$ cat src/rtl/eth_tx_frame_mux.sv
// rtl/eth_tx_frame_mux.sv - N-channel round-robin frame mux onto one 8-bit MAC TX stream
// Whole-frame grants, per-byte source tag, oversize frames truncated with an error mark.
module eth_tx_frame_mux #(
  parameter int CHANNELS         = 4,
  parameter int MAX_FRAME_LENGTH = 1514,
  parameter int COUNT_WIDTH      = 16,
  parameter int ID_WIDTH         = $clog2(CHANNELS)
) (
  input  logic                            clk,
  input  logic                            rst,
  input  logic [CHANNELS*8-1:0]           s_axis_tdata,
  input  logic [CHANNELS-1:0]             s_axis_tvalid,
  input  logic [CHANNELS-1:0]             s_axis_tlast,
  input  logic [CHANNELS-1:0]             s_axis_tuser,
  output logic [CHANNELS-1:0]             s_axis_tready,
  output logic [7:0]                      m_axis_tdata,
  output logic                            m_axis_tvalid,
  output logic                            m_axis_tlast,
  output logic                            m_axis_tuser,
  input  logic                            m_axis_tready,
  output logic [ID_WIDTH-1:0]             m_axis_tid,
  input  logic [CHANNELS-1:0]             enable,
  output logic                            busy,
  output logic [CHANNELS*COUNT_WIDTH-1:0] frame_count,
  output logic [CHANNELS*COUNT_WIDTH-1:0] trunc_count
);

  localparam int CNT_W = $clog2(MAX_FRAME_LENGTH + 1);
  localparam logic [CNT_W-1:0] LAST_IDX = CNT_W'(MAX_FRAME_LENGTH - 1);

  typedef enum logic [1:0] {IDLE, XFER, DROP} state_t;

  state_t                  state;
  logic [ID_WIDTH-1:0]     sel;
  logic [ID_WIDTH-1:0]     last_grant;
  logic [CNT_W-1:0]        byte_cnt;
  logic [COUNT_WIDTH-1:0]  fcnt [CHANNELS];
  logic [COUNT_WIDTH-1:0]  tcnt [CHANNELS];
  logic [7:0]              in_data [CHANNELS];

  logic                    grant_ok;
  logic [ID_WIDTH-1:0]     grant_idx;
  logic [ID_WIDTH-1:0]     scan_idx;
  logic [CHANNELS-1:0]     req;
  logic                    in_valid;
  logic                    in_last;
  logic                    in_user;
  logic                    out_ready;
  logic                    beat;

  for (genvar g = 0; g < CHANNELS; g++) begin : g_ch
    assign in_data[g] = s_axis_tdata[g*8 +: 8];
    assign frame_count[g*COUNT_WIDTH +: COUNT_WIDTH] = fcnt[g];
    assign trunc_count[g*COUNT_WIDTH +: COUNT_WIDTH] = tcnt[g];
  end

  assign req       = s_axis_tvalid & enable;
  assign in_valid  = s_axis_tvalid[sel];
  assign in_last   = s_axis_tlast[sel];
  assign in_user   = s_axis_tuser[sel];
  assign out_ready = !m_axis_tvalid || m_axis_tready;
  assign beat      = (state == XFER) && in_valid && out_ready;
  assign busy      = (state != IDLE);

  // Scan from the farthest candidate down so the nearest one after last_grant wins.
  always_comb begin
    grant_ok  = 1'b0;
    grant_idx = '0;
    scan_idx  = '0;
    for (int i = CHANNELS; i >= 1; i--) begin
      scan_idx = ID_WIDTH'((int'(last_grant) + i) % CHANNELS);
      if (req[scan_idx]) begin
        grant_ok  = 1'b1;
        grant_idx = scan_idx;
      end
    end
  end

  always_comb begin
    s_axis_tready = '0;
    if (state == XFER) s_axis_tready[sel] = out_ready;
    else if (state == DROP) s_axis_tready[sel] = 1'b1;
  end

  always_ff @(posedge clk) begin
    if (rst) begin
      state         <= IDLE;
      sel           <= '0;
      last_grant    <= ID_WIDTH'(CHANNELS - 1);
      byte_cnt      <= '0;
      m_axis_tvalid <= 1'b0;
      m_axis_tdata  <= '0;
      m_axis_tlast  <= 1'b0;
      m_axis_tuser  <= 1'b0;
      m_axis_tid    <= '0;
      for (int i = 0; i < CHANNELS; i++) begin
        fcnt[i] <= '0;
        tcnt[i] <= '0;
      end
    end else begin
      if (m_axis_tready) m_axis_tvalid <= 1'b0;
      case (state)
        IDLE: begin
          if (grant_ok) begin
            sel      <= grant_idx;
            byte_cnt <= '0;
            state    <= XFER;
          end
        end
        XFER: begin
          if (beat) begin
            m_axis_tvalid <= 1'b1;
            m_axis_tdata  <= in_data[sel];
            m_axis_tid    <= sel;
            byte_cnt      <= byte_cnt + 1'b1;
            if (in_last) begin
              m_axis_tlast <= 1'b1;
              m_axis_tuser <= in_user;
              fcnt[sel]    <= fcnt[sel] + 1'b1;
              last_grant   <= sel;
              state        <= IDLE;
            end else if (byte_cnt == LAST_IDX) begin
              // Oversize: close the frame here with an error mark, swallow the rest.
              m_axis_tlast <= 1'b1;
              m_axis_tuser <= 1'b1;
              tcnt[sel]    <= tcnt[sel] + 1'b1;
              last_grant   <= sel;
              state        <= DROP;
            end else begin
              m_axis_tlast <= 1'b0;
              m_axis_tuser <= in_user;
            end
          end
        end
        DROP: begin
          if (in_valid && in_last) state <= IDLE;
        end
        default: state <= IDLE;
      endcase
    end
  end

endmodule
$ cat config.mk
export PLATFORM = sky130hd
export DESIGN_NAME = eth_tx_frame_mux
export DESIGN_NICKNAME = d
export VERILOG_FILES = /design/src/rtl/eth_tx_frame_mux.sv
export SDC_FILE = /design/constraint.sdc
export NUM_CORES = 1
export LEC_CHECK = 0
export CORE_MARGIN = 2
export CORE_UTILIZATION = 30
export CTS_CLUSTER_DIAMETER = 60
export DETAILED_ROUTE_END_ITERATION = 6
export GPL_TIMING_DRIVEN = 0
export MAX_ROUTING_LAYER = met4
export SYNTH_ARGS = -nofsm -noshare
export SYNTH_HDL_FRONTEND = slang
export SYNTH_SLANG_ARGS = --single-unit
$ cat constraint.sdc
create_clock -name clk -period 4.2 [get_ports clk]
set_clock_uncertainty 0.05 [all_clocks]
set_input_delay 0.42 -clock clk [delete_from_list [all_inputs] [get_ports clk]]
set_output_delay 0.42 -clock clk [all_outputs]
set_load 0.01 [all_outputs]
==> summary.txt, run 1 <==
Port Buffers - 196
Worst-skew pair later-pin latency - 0.42 ns
Starting Density - 30.70%
#FFs+latches synth - 160
CP bufs+invs - 4
Crit. End Element - primary output
Routed WL per cell - 19.56 um
Crit start category - register
Setup_tns - 0 ns
Die extent in y - 164.8 um
LEAKAGE - 3.604 nW
Slew Limit Headroom - 30.11%
Area after DPL - 10130 sq um
HP Class - register to register
Diodes inserted - 0
Die area - 27140 sq um
YS warnings - 0
Worst Max-Slew Pin Slew - 1.048 ns
Multiplexer share of the synthesized area - 13.65%
Congestion Overflow GR - 0
CP Class - register to primary output
Cells after Synth - 614
Final net count - 884
Sw Share - 26.52%
Slowest CP cell - clkbuf_1
Row count - 58
Post-synth net total - 669
Vias per cell - 4.946
Count of flip-flops with a built-in enable after synthesis - 128
Net Sw Power - 1.113 mW
Reg clk slew, reported paths - 0.07 ns
Status - finished clean
CTS buffer count - 17
Core ar. - 25250 sq um
Maximum Capacitance Violations - 0
Clk pwr share - 37.9%
Async SR Flop Fraction - 0%
Routed wire length - 22900 um
Worst path arrival time - 2.83 ns
Sink Count - 160
TritonCTS clock tree - yes
Final hold violations - 0
Primary FF master, synth - edfxtp_1
Setup bufs post-CTS - 0
Combinational share of power - 18.2%
Period utilisation layout - 78.58%
Vias in the first global route - 5996
Post-layout instance area - 10720 sq um
I/O pin count - 197
Maximum number of pins on one net before global-route repair - 17
Pwr/cell area - 391.5 nW/um^2
First DRT Iteration DRCs - 474
Global-route wire length before repair - 34330 um
Post-layout min period - 3.300 ns
DRC viols - 0
Worst ir drop on vdd - 217.1 uV
Initial antenna violation count - 0
Number of fill cells - 2419
DRT Pass-1 Iters - 5
Max-slew violations - 0
RSZ-0062 raised after global routing - no
Largest family of logic cells by synthesized area - simple AND/OR/NAND/NOR gates
GPL Wtd Cong - 0.8184
WP data required - 3.73 ns
Area delta synth->final - 38.25%
Area share of fa/ha/maj cells after synthesis - 0.6456%
Most frequent CP cell - clkbuf_1
Post-Syn Area per Cell - 12.63 sq um
Synthesized area - 7752 sq um
Cts repair resizes - 0
Vias - 5792
Flop pwr share - 43.9%
GRT Util Overall - 17.62%
Post-Synth Simple-Gate Area - 16.14%
Routed Antenna Nets - 0
Sequential-to-total area share from yosys stat - 57.84%
Synth cell types - 54
Post-synthesis compound-gate area fraction - 4.890%
Root Driver - clkbuf_16
Internal power - 3.083 mW
Max FO, Critical Path - 10
H-tree depth - 4
Fmax - 0.3030 GHz
Most frequent cells in the layout - 196 x clkdlybuf4s50_1, 128 x edfxtp_1, 120 x nor2_1
Die width - 164.8 um
Most common cell after layout, fill and taps aside - clkdlybuf4s50_1
Largest stage delay on the critical path - 0.63 ns
Post-DP HPWL - 16520 um
Hold_buf cts - 0
Share of layout cells above drive strength 1 - 12.37%
Post-synthesis xor/xnor area fraction - 3.276%
CTS Buffer Depth - 2
CP top delay family - buffers and inverters
Crit-path cells - buf_6, clkbuf_1, clkbuf_1, nand2_1, nor2_1, clkdlybuf4s50_1
Setup violators final - 0
final cells by class:
class	instances	area [sq um]	share of cell area (%)
buffer	37	234.0	2.183
clock buffer	17	425.4	3.969
clock inverter	14	165.2	1.541
inverter	11	41.29	0.3852
multi-input combinational	406	2993	27.92
sequential	160	4484	41.84
tap	330	412.9	3.852
timing repair buffer	196	1962	18.30
cells in the mapped netlist, drive strengths merged, types with 4 or more instances:
cell type | number | area (sq um)
a21oi | 35 | 175.2
buf | 21 | 171.4
clkbuf | 16 | 62.56
dfxtp | 32 | 640.6
edfxtp | 128 | 3844
ha | 4 | 50.05
inv | 11 | 41.29
mux2i | 6 | 60.06
mux4 | 41 | 964.7
nand2 | 39 | 146.4
nand2b | 10 | 62.56
nand3 | 13 | 65.06
nand4 | 9 | 62.56
nor2 | 130 | 513.0
nor2b | 5 | 31.28
nor3 | 17 | 85.08
nor4 | 10 | 77.57
o21ai | 7 | 35.03
or2 | 6 | 37.54
or3 | 11 | 78.82
xnor2 | 22 | 192.7
xor2 | 7 | 61.31
power groups by stage:
stage	clock network (mW)	registers (mW)	logic (mW)
finish	1.59	1.84	0.762
global route	1.67	1.85	0.828
CTS	1.61	1.84	0.772
detailed placement	0	1.88	0.768
global placement	0	1.88	0.766
floorplan	0	1.90	0.402
layer usage:
layer,global-route usage [%],vias to the layer above,share of wire [%]
met5,-,-,0
met4,5.099,0,1.4
met3,3.440,22,5.7
met2,28.45,206,49
met1,22.66,2845,44
li1,-,2719,-
stage by stage:
stage	std cells	setup WS [ns]	util, %	power, mW	hold WS [ns]
after global routing	1171	0.6583	42.44	4.344	0.4214
after detailed placement	1140	0.5324	40.10	2.647	0.3957
final	1171	0.8997	42.44	4.196	0.4065
after global placement	1140	0.5735	40.10	2.643	0.3913
after floorplan	614	1.512	-	2.299	0.4018
after CTS	1171	0.8088	42.44	4.231	0.4055
sequential cells by signal, indices dropped and copies added, names as in the netlist, 2 cells and up, named ones only:
name,cells
fcnt,64
tcnt,64
byte_cnt,11
m_axis_tdata,8
last_grant,2
m_axis_tid,2
sel,2
state,2
logic make-up (layout without fill, tap and decap cells):
group                    Yosys count  in the layout
flip-flops                       160            160
XOR/XNOR                          29             29
AO/OA/AOI/OAI                     61             61
adder cells (fa/ha/maj)            4              4
buffers and inverters             48            275
AND/OR/NAND/NOR                  262            262
multiplexers                      50             50
final timing paths:
check             slack [ns]            start  depth (start not counted)                to
setup / recovery        0.90           sel[0]                          6  s_axis_tready[3]
hold / removal          0.41  m_axis_tdata[4]                          2   m_axis_tdata[4]
setup reg to reg        0.97           sel[0]                          7       tcnt[1][14]
hold reg to reg         0.41  m_axis_tdata[4]                          2   m_axis_tdata[4]
worst reg2reg max path, stage by stage, from the launching register on:
cell and delay (ns):
dfxtp_1 0.32, buf_6 0.14, mux4_2 0.58, nor4_4 0.37
nand3b_1 0.17, or2_2 0.29, clkbuf_2 0.19, nand2b_1 0.73
Power figures use the tool's default switching activity.
==> inputs of run 2 (changes only) <==
==> constraint.sdc (replaced) <==
create_clock -name clk -period 3 [get_ports clk]
set_clock_uncertainty 0.05 [all_clocks]
set_input_delay 0.3 -clock clk [delete_from_list [all_inputs] [get_ports clk]]
set_output_delay 0.3 -clock clk [all_outputs]
set_load 0.01 [all_outputs]
==> run 2 against run 1 <==
Global-route usage barely moved. Hold slack barely moved. Cell count did not move. Highest routed layer unchanged.
==> summary.txt, run 2 (synthesis results as in run 1) <==
Status - finished clean
Routed WL per cell - 19.58 um (+0.12%)
Congestion Overflow GR - 0 (unchanged)
Die area - 27140 sq um (unchanged)
HP Class - register to register
Port Buffers - 196 (unchanged)
Routed Antenna Nets - 0 (unchanged)
GRT Util Overall - 17.64% (about the same)
Routed wire length - 22930 um (+0.12%)
Crit. End Element - register
Worst path arrival time - 2.88 ns (+0.05 ns)
Cells after DPL - 1140 (unchanged)
Maximum Capacitance Violations - 0 (unchanged)
Worst Max-Slew Pin Slew - 1.015 ns (-0.03303 ns)
Share of layout cells above drive strength 1 - 14.15% (+1.8 points)
Sink Count - 160 (unchanged)
Period utilisation layout - 93.02%
Reg clk slew, reported paths - 0.07 ns (about the same)
RSZ-0062 raised after global routing - yes
Layout Cells excl Fill - 1171 (unchanged)
Core ar. - 25250 sq um (unchanged)
Diodes inserted - 0 (unchanged)
Die extent in y - 164.8 um (unchanged)
Setup violators final - 0 (unchanged)
CTS Buffer Depth - 2 (unchanged)
Vias in the first global route - 5996 (unchanged)
DRC viols - 0 (unchanged)
Most frequent cells in the layout - 196 x clkdlybuf4s50_1, 128 x edfxtp_1, 120 x nor2_1
Fmax - 0.3583 GHz
Post-DP HPWL - 16520 um (unchanged)
Setup_tns - 0 ns (unchanged)
Row count - 58 (unchanged)
I/O pin count - 197 (unchanged)
Area delta synth->final - 39.15%
CP Class - register to register
Global-route wire length before repair - 34380 um (+0.12%)
Crit start category - register
Vias - 5807 (+0.26%)
TritonCTS clock tree - yes
Pwr/cell area - 544.8 nW/um^2 (+39%)
Vias per cell - 4.959 (+0.26%)
Final total power - 5.877 mW (+40%)
Starting Density - 30.70% (unchanged)
LEAKAGE - 3.645 nW (+1.1%)
WP data required - 3.09 ns (-0.64 ns)
H-tree depth - 4 (unchanged)
Largest registers - fcnt: 64 flops, tcnt: 64 flops, byte_cnt: 11 flops
Maximum number of pins on one net before global-route repair - 17 (unchanged)
Final hold violations - 0 (unchanged)
Setup bufs post-CTS - 0 (unchanged)
CTS buffer count - 17 (unchanged)
Hold_buf cts - 0 (unchanged)
Root Driver - clkbuf_16
Worst-skew pair later-pin latency - 0.43 ns (about the same)
DRT Pass-1 Iters - 5 (unchanged)
Final net count - 884 (unchanged)
Max FO, Critical Path - 10 (unchanged)
Number of fill cells - 2407 (-0.50%)
Most common cell after layout, fill and taps aside - clkdlybuf4s50_1
Post-layout min period - 2.791 ns
First DRT Iteration DRCs - 427 (-9.9%)
Slew Limit Headroom - 32.31% (+2.2 points)
Max-slew violations - 0 (unchanged)
GPL Wtd Cong - 0.8184 (unchanged)
Initial antenna violation count - 0 (unchanged)
Die width - 164.8 um (unchanged)
Worst ir drop on vdd - 302.2 uV (+39%)
run 2: repair_timing:
| item | 4_1_cts | 5_1_grt |
|---|---|---|
| endpoints found under the hold margin | 0 | 0 |
| resized for setup | 6 | 14 |
| endpoints found under the setup margin | 82 | 97 |
run 2: stage by stage:
step / area [sq um] / utilization [%] / hold slack [ns] / setup slack, ns
after floorplan: 7752 / - / 0.4018 / 0.3123
after global placement: 10130 / 40.10 / 0.3913 / -0.5065
after detailed placement: 10130 / 40.10 / 0.3957 / -0.5476
after CTS: 10730 / 42.49 / 0.4055 / 0.03799
after global routing: 10790 / 42.72 / 0.4214 / -0.005133
final: 10790 / 42.72 / 0.4067 / 0.2093
run 2: area by class of cell:
class	count	area, sq um	area share (%)
multi-input combinational	406	3058	28.35
timing repair buffer	196	1962	18.19
sequential	160	4484	41.57
tap	330	412.9	3.827
buffer	37	239.0	2.215
inverter	11	41.29	0.3827
clock buffer	17	425.4	3.943
clock inverter	14	165.2	1.531
run 2: final timing paths:
check / start / endpoint / slack (ns) / depth (start not counted)
max reg2reg: sel[1] / fcnt[2][4] / 0.21 / 7
max: sel[1] / fcnt[2][4] / 0.21 / 7
min: m_axis_tdata[4] / m_axis_tdata[4] / 0.41 / 2
min reg2reg: m_axis_tdata[4] / m_axis_tdata[4] / 0.41 / 2
run 2: critical path, stage by stage, from the launching register on:
cell and delay [ns]:
dfxtp_1 0.30, buf_2 0.22, mux4_2 0.58, nand2_1 0.20, or3_1 0.14, clkbuf_1 0.29
clkbuf_1 0.61, nor2_1 0.10
run 2: per-layer routing:
metal,part of all wire (%),vias to the layer above,GRT usage (%)
met3,5.2,22,3.440
met1,44,2857,22.66
li1,-,2717,-
met5,0,-,-
met2,49,211,28.55
met4,1.5,0,5.020
run 2: where the power goes:
part	leakage (nW)	total (mW)	switching (mW)	internal (mW)
sequential	1.53	2.58	0.0710	2.51
combinational	1.83	1.08	0.567	0.513
clock	0.281	2.22	0.917	1.30
total	3.64	5.88	1.55	4.32
==> inputs of run 3 (changes only) <==
--- a/config.mk
+++ b/config.mk
@@ -5,6 +5,7 @@
 export SDC_FILE = /design/constraint.sdc
 export NUM_CORES = 1
 export LEC_CHECK = 0
+export ABC_AREA = 0
 export CORE_MARGIN = 2
 export CORE_UTILIZATION = 30
 export CTS_CLUSTER_DIAMETER = 60
==> results of run 3 <==
Same layout as run 2: the final DEF is identical, and so are final timing and power.
